--- src/rtl/serial_subtractor_pkg.sv ---
// Shared definitions for the bit-serial subtractor: controller state encoding
// and the rule that sizes the bit-index counter.
package serial_subtractor_pkg;

    typedef enum logic [1:0] {
        ST_IDLE = 2'd0,
        ST_RUN  = 2'd1,
        ST_DONE = 2'd2
    } state_e;

    // Counter must index bits 0..WIDTH-1; never narrower than one bit.
    function automatic int cnt_width(input int width);
        return (width > 1) ? $clog2(width) : 1;
    endfunction

endpackage

--- src/rtl/serial_sub_cell.sv ---
// One-bit full subtractor built from two half-subtract stages; the borrow-out
// is the OR of the two stage borrows.
module serial_sub_cell (
    input  logic a_i,
    input  logic b_i,
    input  logic bin,
    output logic d,
    output logic bout
);

    logic hs1_d;
    logic hs1_b;
    logic hs2_b;

    assign hs1_d = a_i ^ b_i;
    assign hs1_b = ~a_i & b_i;
    assign d     = hs1_d ^ bin;
    assign hs2_b = ~hs1_d & bin;
    assign bout  = hs1_b | hs2_b;

endmodule

--- src/rtl/serial_subtractor_ctrl.sv ---
// Bit-serial unsigned subtractor: one subtract cell walked LSB-first over WIDTH
// cycles, operands in and result out over valid/ready handshakes.
module serial_subtractor_ctrl
    import serial_subtractor_pkg::*;
#(
    parameter int WIDTH = 8
) (
    input  logic             clk,
    input  logic             rst,
    input  logic             in_valid,
    output logic             in_ready,
    input  logic [WIDTH-1:0] a,
    input  logic [WIDTH-1:0] b,
    output logic             out_valid,
    input  logic             out_ready,
    output logic [WIDTH-1:0] diff,
    output logic             borrow,
    output logic             zero,
    output logic             busy
);

    localparam int CNT_W = cnt_width(WIDTH);

    state_e           state_q;
    logic [CNT_W-1:0] cnt_q;
    logic [WIDTH-1:0] sh_a_q;
    logic [WIDTH-1:0] sh_b_q;
    logic [WIDTH-1:0] diff_q;
    logic             br_q;
    logic             borrow_q;
    logic             zero_q;
    logic             out_valid_q;
    logic             busy_q;

    logic             cell_d;
    logic             cell_bout;
    logic [WIDTH-1:0] diff_d;
    logic             last_bit;

    serial_sub_cell u_cell (
        .a_i  (sh_a_q[0]),
        .b_i  (sh_b_q[0]),
        .bin  (br_q),
        .d    (cell_d),
        .bout (cell_bout)
    );

    // Result bits enter at the MSB end, so after WIDTH shifts bit 0 holds the LSB.
    assign diff_d   = {cell_d, diff_q[WIDTH-1:1]};
    assign last_bit = (cnt_q == CNT_W'(WIDTH - 1));

    // NOTE: state updates use non-blocking assignments so every register samples
    // pre-edge values; blocking here would chain updates within one edge.
    always_ff @(posedge clk) begin
        if (rst) begin
            state_q     <= ST_IDLE;
            cnt_q       <= '0;
            sh_a_q      <= '0;
            sh_b_q      <= '0;
            diff_q      <= '0;
            br_q        <= 1'b0;
            borrow_q    <= 1'b0;
            zero_q      <= 1'b0;
            out_valid_q <= 1'b0;
            busy_q      <= 1'b0;
        end else begin
            case (state_q)
                ST_IDLE: begin
                    if (in_valid) begin
                        sh_a_q   <= a;
                        sh_b_q   <= b;
                        br_q     <= 1'b0;
                        cnt_q    <= '0;
                        diff_q   <= '0;
                        borrow_q <= 1'b0;
                        zero_q   <= 1'b0;
                        busy_q   <= 1'b1;
                        state_q  <= ST_RUN;
                    end
                end
                ST_RUN: begin
                    diff_q <= diff_d;
                    sh_a_q <= sh_a_q >> 1;
                    sh_b_q <= sh_b_q >> 1;
                    br_q   <= cell_bout;
                    cnt_q  <= cnt_q + CNT_W'(1);
                    if (last_bit) begin
                        borrow_q    <= cell_bout;
                        zero_q      <= (diff_d == '0);
                        out_valid_q <= 1'b1;
                        busy_q      <= 1'b0;
                        state_q     <= ST_DONE;
                    end
                end
                ST_DONE: begin
                    if (out_ready) begin
                        out_valid_q <= 1'b0;
                        state_q     <= ST_IDLE;
                    end
                end
                default: begin
                    out_valid_q <= 1'b0;
                    busy_q      <= 1'b0;
                    state_q     <= ST_IDLE;
                end
            endcase
        end
    end

    assign in_ready  = (state_q == ST_IDLE);
    assign out_valid = out_valid_q;
    assign diff      = diff_q;
    assign borrow    = borrow_q;
    assign zero      = zero_q;
    assign busy      = busy_q;

endmodule

--- config.mk ---
export PLATFORM = sky130hd
export DESIGN_NAME = serial_subtractor_ctrl
export DESIGN_NICKNAME = d
export VERILOG_FILES = /design/src/rtl/serial_subtractor_pkg.sv /design/src/rtl/serial_sub_cell.sv /design/src/rtl/serial_subtractor_ctrl.sv
export SDC_FILE = /design/constraint.sdc
export NUM_CORES = 1
export LEC_CHECK = 0
export CAP_MARGIN = 20
export CORE_UTILIZATION = 47
export CTS_BUF_LIST = sky130_fd_sc_hd__clkbuf_4 sky130_fd_sc_hd__clkbuf_8 sky130_fd_sc_hd__clkbuf_16
export CTS_CLUSTER_DIAMETER = 150
export DETAILED_ROUTE_END_ITERATION = 10
export GPL_TIMING_DRIVEN = 0
export PLACE_DENSITY_LB_ADDON = 0.3
export SETUP_SLACK_MARGIN = 0.1
export SYNTH_ARGS = -nofsm -noshare
export SYNTH_HDL_FRONTEND = slang
export SYNTH_SLANG_ARGS = --single-unit
--- constraint.sdc ---
create_clock -name clk -period 2 [get_ports clk]
set_clock_uncertainty 0.2 [all_clocks]
set_input_delay 0.3 -clock clk [delete_from_list [all_inputs] [get_ports clk]]
set_output_delay 0.3 -clock clk [all_outputs]
set_load 0.01 [all_outputs]
==> impl_metrics.env, run 1 <==
export IMPL_grt_start_max_net_pins=11
export IMPL_multiInputGateArea_um2=684
export IMPL_finalHoldViolations=0
export IMPL_ctsLongestPathBuffers=2
export IMPL_cts_buffers=5
export IMPL_synth_cells=160
export IMPL_synthFlopType="dfxtp_1"
export IMPL_vias=1308
export IMPL_synth_edf_count=0
export IMPL_grt_pass1_wl_um=5290
export IMPL_reg2reg_depth=4
export IMPL_hp_class="in -> reg"
export IMPL_timing_critical_path_buf_inv=1
export IMPL_critPathSlowestCell="clkdlybuf4s50_1"
export IMPL_rsz0062_at_grt="false"
export IMPL_timing_fmax_mhz=552
export IMPL_period_minus_slack_ns=1.81
export IMPL_yosys_area_top_type="dfxtp_1"
export IMPL_synth_seq_cells=34
export IMPL_vdd_drop_max_mv=0.472
export IMPL_violations="design-rule violations"
export IMPL_setup_tns_ns=0
export IMPL_initial_core_util_pct=51.4
export IMPL_die_h_um=57.9
export IMPL_hold_slack_ns=0.144
export IMPL_fillers=256
export IMPL_status="finished, violations left"
export IMPL_cts_sinks=34
export IMPL_final_setup_viol_count=0
export IMPL_htreeDepth=2
export IMPL_min_period_over_period_pct=90.6
export IMPL_first_pass_iters=9
export IMPL_p_per_area_mw_per_mm2=719
export IMPL_drv_slew=0
export IMPL_cts_root_buffer="clkbuf_4"
export IMPL_slew_headroom_pct=68.8
export IMPL_synth_cell_types=32
export IMPL_register_area_um2=682
export IMPL_path_clk_slew_ns=0.10
export IMPL_ys_seq_area_share_pct=46.4
export IMPL_core_area_mm2=0.00285
export IMPL_synth_async_sr_flop_share_pct=0
export IMPL_cts_tree="done"
export IMPL_slowest_delay_ns=0.56
export IMPL_yosys_top_cells_area="dfxtp_1 (46%), nor2_1 (10%), a211oi_1 (6.6%)"
export IMPL_crit_type="reg -> out"
export IMPL_post_dp_hpwl_um=2360
export IMPL_detail_route_antenna_nets=0
export IMPL_clock_latency_ns=0.33
export IMPL_drc_errors=1
export IMPL_worst_setup_path_end_kind="output pin"
export IMPL_maxCapViolCount=0
export IMPL_chipWidth_um=57.9
export IMPL_portBuffers=31
export IMPL_antenna_diode_count=0
export IMPL_nNetsFinal=221
export IMPL_p_total_mw=1.34
export IMPL_min_path_cells=2
export IMPL_syn_nets=183
export IMPL_antenna_found_initial=0
export IMPL_io_pins=33
export IMPL_syn_to_final_growth_pct=27.1
export IMPL_synthesis_area_mm2=0.00147
export IMPL_avgSynthCellArea_um2=9.17
export IMPL_yosys_warnings=0
export IMPL_cp_depth=1
export IMPL_cpLargestDelayFamily="buffers and inverters"
export IMPL_post_cts_repair_setup_buffers=0
export IMPL_drive_gt1_share_pct=9.09
export IMPL_worstMarginPinSlew_ns=0.468
export IMPL_worstPathCellList="clkdlybuf4s50_1"
export IMPL_wire_per_inst_um=14.1
export IMPL_rows=19
export IMPL_grt_pass1_vias=1202
export IMPL_critPathLaunchType="flip-flop"
export IMPL_fp_dieArea_mm2=0.00335
export IMPL_critPathArrivalTime_ns=1.31
export IMPL_synth_top_area_share_pct=46.4
export IMPL_final_core_utilization_pct=65.4
export IMPL_critPathMaxFanout=4
export IMPL_drt_iter0_markers=47
export IMPL_required_ns=1.50
export IMPL_gr_total_overflow=0
export IMPL_place_gp_congestion=0.767
export IMPL_vias_per_cell=5.71
export IMPL_p_leak_nw=0.709
export IMPL_wl_um=3220
export IMPL_grt_usage_pct=21.0
export IMPL_hold_buffers=0
[kinds of logic (layout without fill, tap and decap cells)]
family | Yosys count | after routing | share of synthesized area [%]
multiplexers | 1 | 1 | 0.682
adder cells (fa/ha/maj) | 3 | 3 | 3.07
flip-flops | 34 | 34 | 46.4
buffers and inverters | 17 | 55 | 6.99
AND/OR/NAND/NOR | 54 | 54 | 16.6
AO/OA/AOI/OAI | 51 | 51 | 26.3
[placed cells by master (no fill, tap or decap), types with 2 or more instances in the layout]
| master | synthesis | final |
|---|---|---|
| o2bb2ai_1 | 11 | 11 |
| dfxtp_1 | 34 | 33 |
| ha_1 | 2 | 2 |
| buf_6 | 2 | 2 |
| buf_4 | 3 | 3 |
| inv_1 | 4 | 4 |
| clkbuf_1 | 4 | 4 |
| o21ai_0 | 2 | 2 |
| clkdlybuf4s50_1 | 0 | 30 |
| nor2_1 | 41 | 41 |
| a21oi_1 | 5 | 5 |
| o22ai_1 | 3 | 3 |
| nand2_1 | 2 | 2 |
| a22oi_1 | 13 | 13 |
| clkbuf_4 | 0 | 7 |
| nand2b_1 | 2 | 2 |
| buf_1 | 2 | 2 |
| a211oi_1 | 13 | 13 |
| nand3_1 | 2 | 2 |
[area by class of cell]
cell class | instances | share of cell area, %
Inverter | 4 | 0.805
Sequential cell | 34 | 36.6
Tap cell | 31 | 2.08
Clock buffer | 7 | 2.82
Multi-Input combinational cell | 109 | 36.7
Buffer | 13 | 4.69
Timing Repair Buffer | 31 | 16.4
[flip-flops by register name, indices dropped and copies added, names as in the netlist]
register,cells
sh_a_q,8
zero,1
busy,1
out_valid,1
borrow,1
cnt_q,3
diff,8
state_q,2
sh_b_q,8
br_q,1
[worst register-to-register path, delay by kind of cell, from the launching register on]
family	cells	cell delay, ns
flip-flops	1	0.36
AO/OA/AOI/OAI	1	0.22
adder cells (fa/ha/maj)	1	0.53
AND/OR/NAND/NOR	2	0.41
[routing by layer]
layer  vias to the layer above  global-route usage, %  wire [µm]
li1                        651                      -          -
met1                       615                   28.3       1540
met2                        38                   31.7       1460
met3                         4                   7.59        191
met4                         0                   6.12         36
met5                         -                      0          0
[stage by stage]
| step | area (µm²) | setup WS (ns) | std cells |
|---|---|---|---|
| floorplan | 1470 | 0.430 | 160 |
| global placement | 1820 | 0.0367 | 222 |
| detailed placement | 1820 | 0.0139 | 222 |
| CTS | 1870 | 0.119 | 229 |
| global route | 1870 | 0.143 | 229 |
| finish | 1870 | 0.188 | 229 |
[synthesized netlist by cell type, drive strengths merged, types with 2 or more instances]
master	number
nor2	41
dfxtp	34
a211oi	13
a22oi	13
o2bb2ai	11
buf	9
a21oi	5
clkbuf	4
inv	4
o22ai	3
ha	2
nand2	2
nand2b	2
nand3	2
o21ai	2
[final timing paths]
| check | startpoint | endpoint | slack (ns) |
|---|---|---|---|
| setup / recovery | diff[4] | diff[4] | 0.19 |
| hold reg to reg | borrow | borrow | 0.29 |
| setup reg to reg | sh_b_q[0] | zero | 0.19 |
| hold / removal | rst | sh_b_q[0] | 0.14 |
[repair_timing]
action / in CTS / in global routing
setup endpoints to repair: 1 / 1
gates resized for setup: 1 / 3
endpoints found under the hold margin: 0 / 0
[power by group]
part           total [mW]  switching (mW)  leakage, nW  internal (mW)
logic               0.227           0.112        0.397          0.116
registers           0.740          0.0238        0.279          0.716
clock network       0.374           0.214       0.0322          0.160
total                1.34           0.349        0.709          0.991
(Power assumes the default switching activity.)
==> inputs of run 2 (changes only) <==
--- a/config.mk
+++ b/config.mk
@@ -10,6 +10,7 @@
 export CTS_BUF_LIST = sky130_fd_sc_hd__clkbuf_4 sky130_fd_sc_hd__clkbuf_8 sky130_fd_sc_hd__clkbuf_16
 export CTS_CLUSTER_DIAMETER = 150
 export DETAILED_ROUTE_END_ITERATION = 10
+export DONT_BUFFER_PORTS = 1
 export GPL_TIMING_DRIVEN = 0
 export PLACE_DENSITY_LB_ADDON = 0.3
 export SETUP_SLACK_MARGIN = 0.1
==> run 2 against run 1 <==
  * The run still ends with design-rule violations left
  * Register-to-register slack better by 0.13 ns
  * Total power shrank 2.9%
  * Critical path type is now reg -> reg
  * Non-clock buffer count is 27 lower
  * Largest cell class unchanged
  * Hold slack got worse by 0.13 ns
==> impl_metrics.env, run 2 (synthesized netlist as in run 1, its figures left out) <==
export IMPL_status="finished, violations left"
export IMPL_violations="design-rule violations"
export IMPL_initial_core_util_pct=51.4
export IMPL_switchingPower_mw=0.340
export IMPL_drv_slew=0
export IMPL_seqPwrFrac_pct=56.9
export IMPL_drt_iter0_markers=43
export IMPL_finalHoldViolations=0
export IMPL_crit_type="reg -> reg"
export IMPL_nNetsFinal=194
export IMPL_ctsLongestPathBuffers=2
export IMPL_p_per_area_mw_per_mm2=811
export IMPL_hp_class="in -> reg"
export IMPL_gr_total_overflow=0
export IMPL_wire_per_inst_um=15.6
export IMPL_drc_errors=2
export IMPL_die_h_um=57.9
export IMPL_p_int_mw=0.961
export IMPL_rows=19
export IMPL_path_clk_slew_ns=0.10
export IMPL_p_leak_nw=0.612
export IMPL_slowest_delay_ns=0.56
export IMPL_grt_pass1_vias=1184
export IMPL_critPathArrivalTime_ns=1.72
export IMPL_cts_sinks=34
export IMPL_rsz0062_at_grt="false"
export IMPL_final_core_utilization_pct=56.3
export IMPL_vias_per_cell=6.07
export IMPL_vdd_drop_max_mv=0.449
export IMPL_critPathMaxFanout=2
export IMPL_antenna_diode_count=0
export IMPL_syn_to_final_growth_pct=9.38
export IMPL_slew_headroom_pct=67.9
export IMPL_htreeDepth=2
export IMPL_first_pass_iters=7
export IMPL_critPathLaunchType="flip-flop"
export IMPL_detail_route_antenna_nets=0
export IMPL_place_gp_congestion=0.811
export IMPL_cts_buffers=5
export IMPL_antenna_found_initial=0
export IMPL_p_comb_share_pct=14.7
export IMPL_required_ns=2.05
export IMPL_fp_dieArea_mm2=0.00335
export IMPL_core_area_mm2=0.00285
export IMPL_critPathSlowestCell="fa_1"
export IMPL_worstPathCellList="fa_1 > nor4b_2 > nand2_1 > o31ai_1"
export IMPL_post_cts_repair_setup_buffers=0
export IMPL_post_dp_hpwl_um=2270
export IMPL_placed_area_mm2=0.00151
export IMPL_vias=1227
export IMPL_io_pins=33
export IMPL_maxCapViolCount=0
export IMPL_cts_root_buffer="clkbuf_4"
export IMPL_clock_latency_ns=0.33
export IMPL_cts_tree="done"
export IMPL_min_period_over_period_pct=83.9
export IMPL_place_inst=191
export IMPL_setup_tns_ns=0
export IMPL_grt_start_max_net_pins=11
export IMPL_clockPowerShare_pct=28.5
export IMPL_drive_gt1_share_pct=9.94
export IMPL_wl_um=3150
export IMPL_chipWidth_um=57.9
export IMPL_period_minus_slack_ns=1.68
export IMPL_post_route_cell_area_mm2=0.00161
export IMPL_worst_setup_path_end_kind="flip-flop"
export IMPL_final_setup_viol_count=0
export IMPL_worst_slack_ns=0.321
export IMPL_final_cells=202
export IMPL_timing_fmax_mhz=596
export IMPL_portBuffers=0
export IMPL_grt_usage_pct=20.8
export IMPL_p_sw_share_pct=26.1
export IMPL_worstMarginPinSlew_ns=0.481
export IMPL_grt_pass1_wl_um=5260
export IMPL_final_cell_mix="nor2_1 (41), dfxtp_1 (34), a22oi_1 (13), a211oi_1 (13), o2bb2ai_1 (11)"
export IMPL_final_common_cell="nor2_1"
export IMPL_pre_cts_slack_ns=0.220
==> run 2: changes by cell type in the layout (fill, tap and decap cells not counted), sizes merged <==
cell / before / now
clkdlybuf4s50: 30 / 0
dlygate4sd3: 0 / 4
clkbuf: 12 / 11
==> run 2: critical path: cells and delay by family (launching register included) <==
family | cells | cell delay (ns)
simple gates | 2 | 0.31
flops | 1 | 0.34
fa+ha+maj | 1 | 0.56
compound gates | 1 | 0.19
==> run 2: power by group through the flow <==
| stage | Clock, mW | Sequential (mW) | Combinational, mW |
|---|---|---|---|
| 2_1_floorplan | 0 | 0.750 | 0.148 |
| 5_1_grt | 0.403 | 0.745 | 0.215 |
| 3_5_place_dp | 0 | 0.755 | 0.183 |
| 4_1_cts | 0.376 | 0.740 | 0.189 |
| 6_report | 0.370 | 0.740 | 0.191 |
| 3_3_place_gp | 0 | 0.754 | 0.177 |
==> run 2: metrics by stage <==
step	power, mW	hold slack [ns]
final	1.30	0.00931
after global routing	1.36	0.00338
after CTS	1.30	0.00124
after detailed placement	0.938	0.260
after global placement	0.931	0.253
after floorplan	0.898	0.248
==> run 2: path summary, 6_finish.rpt <==
kind	to	start	slack, ns	cells after the start
setup / recovery	zero	br_q	0.32	4
hold / removal	sh_b_q[4]	b[4]	0.009	2
setup reg to reg	zero	br_q	0.32	4
hold reg to reg	sh_a_q[1]	sh_a_q[1]	0.31	2
==> run 2: final cells by class <==
cell class / count / area [µm²]
Timing Repair Buffer: 4 / 40.0
Fill cell: 257 / 1250
Clock buffer: 7 / 52.6
Tap cell: 31 / 38.8
Buffer: 13 / 87.6
Inverter: 4 / 15.0
Multi-Input combinational cell: 109 / 691
Sequential cell: 34 / 681
==> run 2: per-layer routing <==
layer	global-route usage, %	wire, µm	vias up	part of all wire, %
met5	0	0	-	0
met4	7.48	46	0	1.5
met3	7.81	212	6	6.7
met2	33.5	1450	39	46
met1	25.5	1440	578	46
li1	-	-	604	-
==> run 2: repair_timing <==
| item | in CTS | in global routing |
|---|---|---|
| gates resized for setup | 0 | 1 |
| endpoints found under the setup margin | 0 | 1 |
| hold endpoints to repair | 3 | 1 |
| hold buffers | 3 | 1 |
==> inputs of run 3 (changes only) <==
==> constraint.sdc (replaced) <==
create_clock -name clk -period 1.4 [get_ports clk]
set_clock_uncertainty 0.2 [all_clocks]
set_input_delay 0.21 -clock clk [delete_from_list [all_inputs] [get_ports clk]]
set_output_delay 0.21 -clock clk [all_outputs]
set_load 0.01 [all_outputs]
==> run 3 against run 2 <==
  * Largest cell class unchanged
  * Fmax barely moved
  * Sequential share of layout area shrank 8.1 points
  * Critical endpoint unchanged
  * Clock-buffer cell count unchanged
  * Non-clock buffer count rose by 25
  * Setup slack got worse by 0.60 ns
  * Register-to-register slack got worse by 0.60 ns
  * The flow finishes with violations (design-rule violations, negative setup slack)
  * Critical path depth stayed put
  * Sequential power grew 43%
  * First-iteration DRC count rose by 79%
  * Total power rose by 60%
  * Combinational power grew 110%
==> impl_metrics.env, run 3 (synthesized netlist as in run 1, its figures left out) <==
export IMPL_nNetsFinal=219
export IMPL_grt_usage_pct=25.8
export IMPL_placed_area_mm2=0.00154
export IMPL_hp_class="in -> reg"
export IMPL_critPathSlowestCell="fa_1"
export IMPL_critPathMaxFanout=2
export IMPL_p_leak_nw=0.772
export IMPL_min_period_over_period_pct=120
export IMPL_worst_slack_ns=-0.279
export IMPL_core_area_mm2=0.00285
export IMPL_cts_buffers=5
export IMPL_final_setup_viol_count=12
export IMPL_fillers=221
export IMPL_critPathLaunchType="flip-flop"
export IMPL_place_gp_congestion=0.822
export IMPL_io_pins=33
export IMPL_worst_setup_path_end_kind="flip-flop"
export IMPL_rsz0062_at_grt="true"
export IMPL_htreeDepth=2
export IMPL_pre_cts_slack_ns=-0.254
export IMPL_cts_sinks=34
export IMPL_chipWidth_um=57.9
export IMPL_drive_gt1_share_pct=28.9
export IMPL_fp_dieArea_mm2=0.00335
export IMPL_p_per_area_mw_per_mm2=1040
export IMPL_syn_to_final_growth_pct=36.6
export IMPL_clock_latency_ns=0.36
export IMPL_antenna_found_initial=0
export IMPL_critPathArrivalTime_ns=1.75
export IMPL_period_minus_slack_ns=1.68
export IMPL_vias=1343
export IMPL_violations="design-rule violations, negative setup slack"
export IMPL_hold_slack_ns=0.0100
export IMPL_p_int_mw=1.49
export IMPL_first_pass_iters=7
export IMPL_vias_per_cell=5.89
export IMPL_register_area_um2=687
export IMPL_seqPwrFrac_pct=51.2
export IMPL_switchingPower_mw=0.582
export IMPL_antenna_diode_count=0
export IMPL_cts_tree="done"
export IMPL_path_clk_slew_ns=0.11
export IMPL_finalHoldViolations=0
export IMPL_detail_route_antenna_nets=0
export IMPL_wl_um=3900
export IMPL_gr_total_overflow=0
export IMPL_p_sw_share_pct=28.0
export IMPL_wire_per_inst_um=17.1
export IMPL_final_cell_mix="nor2_1 (39), dfxtp_1 (29), dlygate4sd3_1 (16), a211oi_1 (12)"
export IMPL_drt_iter0_markers=77
export IMPL_drv_slew=0
export IMPL_drc_errors=2
export IMPL_rows=19
export IMPL_slew_headroom_pct=64.5
export IMPL_die_h_um=57.9
export IMPL_grt_start_max_net_pins=11
export IMPL_initial_core_util_pct=51.4
export IMPL_final_common_cell="nor2_1"
export IMPL_timing_fmax_mhz=596
export IMPL_ctsLongestPathBuffers=2
export IMPL_grt_pass1_vias=1356
export IMPL_status="finished, violations left"
export IMPL_slowest_delay_ns=0.57
export IMPL_worstPathCellList="fa_1 > nor4b_4 > nand2_1 > o31ai_1"
export IMPL_required_ns=1.47
export IMPL_vdd_drop_max_mv=0.648
export IMPL_post_dp_hpwl_um=2260
export IMPL_worstMarginPinSlew_ns=0.532
export IMPL_multiInputGateArea_um2=810
export IMPL_p_comb_share_pct=19.3
export IMPL_clockPowerShare_pct=29.5
export IMPL_portBuffers=0
export IMPL_crit_type="reg -> reg"
export IMPL_post_route_cell_area_mm2=0.00200
export IMPL_maxCapViolCount=0
export IMPL_grt_pass1_wl_um=6370
export IMPL_cts_root_buffer="clkbuf_4"
==> run 3: cell count changes in the layout (fill, tap and decap cells not counted), sizes merged <==
cell | previous run | this run
buf | 9 | 21
dlygate4sd3 | 4 | 16
clkinv | 0 | 1
dlymetal6s4s | 0 | 1
==> run 3: worst max-delay path: cells and delay by family (launching register included) <==
| family | cells | cell delay, ns |
|---|---|---|
| adder cells (fa/ha/maj) | 1 | 0.57 |
| flip-flops | 1 | 0.35 |
| AND/OR/NAND/NOR | 2 | 0.29 |
| AO/OA/AOI/OAI | 1 | 0.18 |
==> run 3: timing repair <==
| action | 4_1_cts | 5_1_grt |
|---|---|---|
| pin swaps | 20 | 2 |
| cloned | 5 | 0 |
| setup endpoints to repair | 31 | 35 |
| resized for setup | 34 | 8 |
| buffers inserted | 4 | 3 |
| hold endpoints to repair | 19 | 0 |
| hold buffers | 17 | 0 |
==> run 3: through the flow <==
step           utilization (%)  instances  power, mW  setup TNS [ns]
2_1_floorplan                -        160       1.29          -0.124
3_3_place_gp              53.9        191       1.34          -0.812
3_5_place_dp              53.9        191       1.35           -1.34
4_1_cts                   68.3        225       2.05          -0.520
5_1_grt                   70.3        228       2.16           -1.87
6_report                  70.3        228       2.08          -0.695
==> run 3: power by group through the flow <==
stage | clock network [mW] | registers [mW] | logic [mW]
2_1_floorplan | 0 | 1.07 | 0.219
3_3_place_gp | 0 | 1.08 | 0.260
3_5_place_dp | 0 | 1.08 | 0.268
4_1_cts | 0.612 | 1.06 | 0.378
5_1_grt | 0.652 | 1.07 | 0.436
6_report | 0.612 | 1.06 | 0.401
==> run 3: layer usage <==
metal  vias to the layer above  part of all wire, %  GRT usage (%)
li1                        649                    -              -
met1                       641                   45           33.1
met2                        42                   46           40.2
met3                        11                  5.9           5.80
met4                         0                  2.7           14.6
met5                         -                    0              0
==> run 3: worst paths after layout <==
kind                                 from  cells after the start        end  slack (ns)
worst max register to register       br_q                      4       zero       -0.28
worst max-delay path                 br_q                      4       zero       -0.28
worst min-delay path                 a[0]                      3  sh_a_q[0]        0.01
worst min register to register  sh_b_q[2]                      2  sh_b_q[2]        0.31
==> run 3: area by class of cell <==
class / instances / share of cell area, %
clock inverters: 1 / 0.250
repair buffers: 29 / 13.9
inverters: 4 / 0.874
flip-flops and latches: 34 / 34.3
plain buffers: 13 / 5.43
clock buffers: 7 / 2.93
well taps: 31 / 1.94
multi-input cells: 109 / 40.4
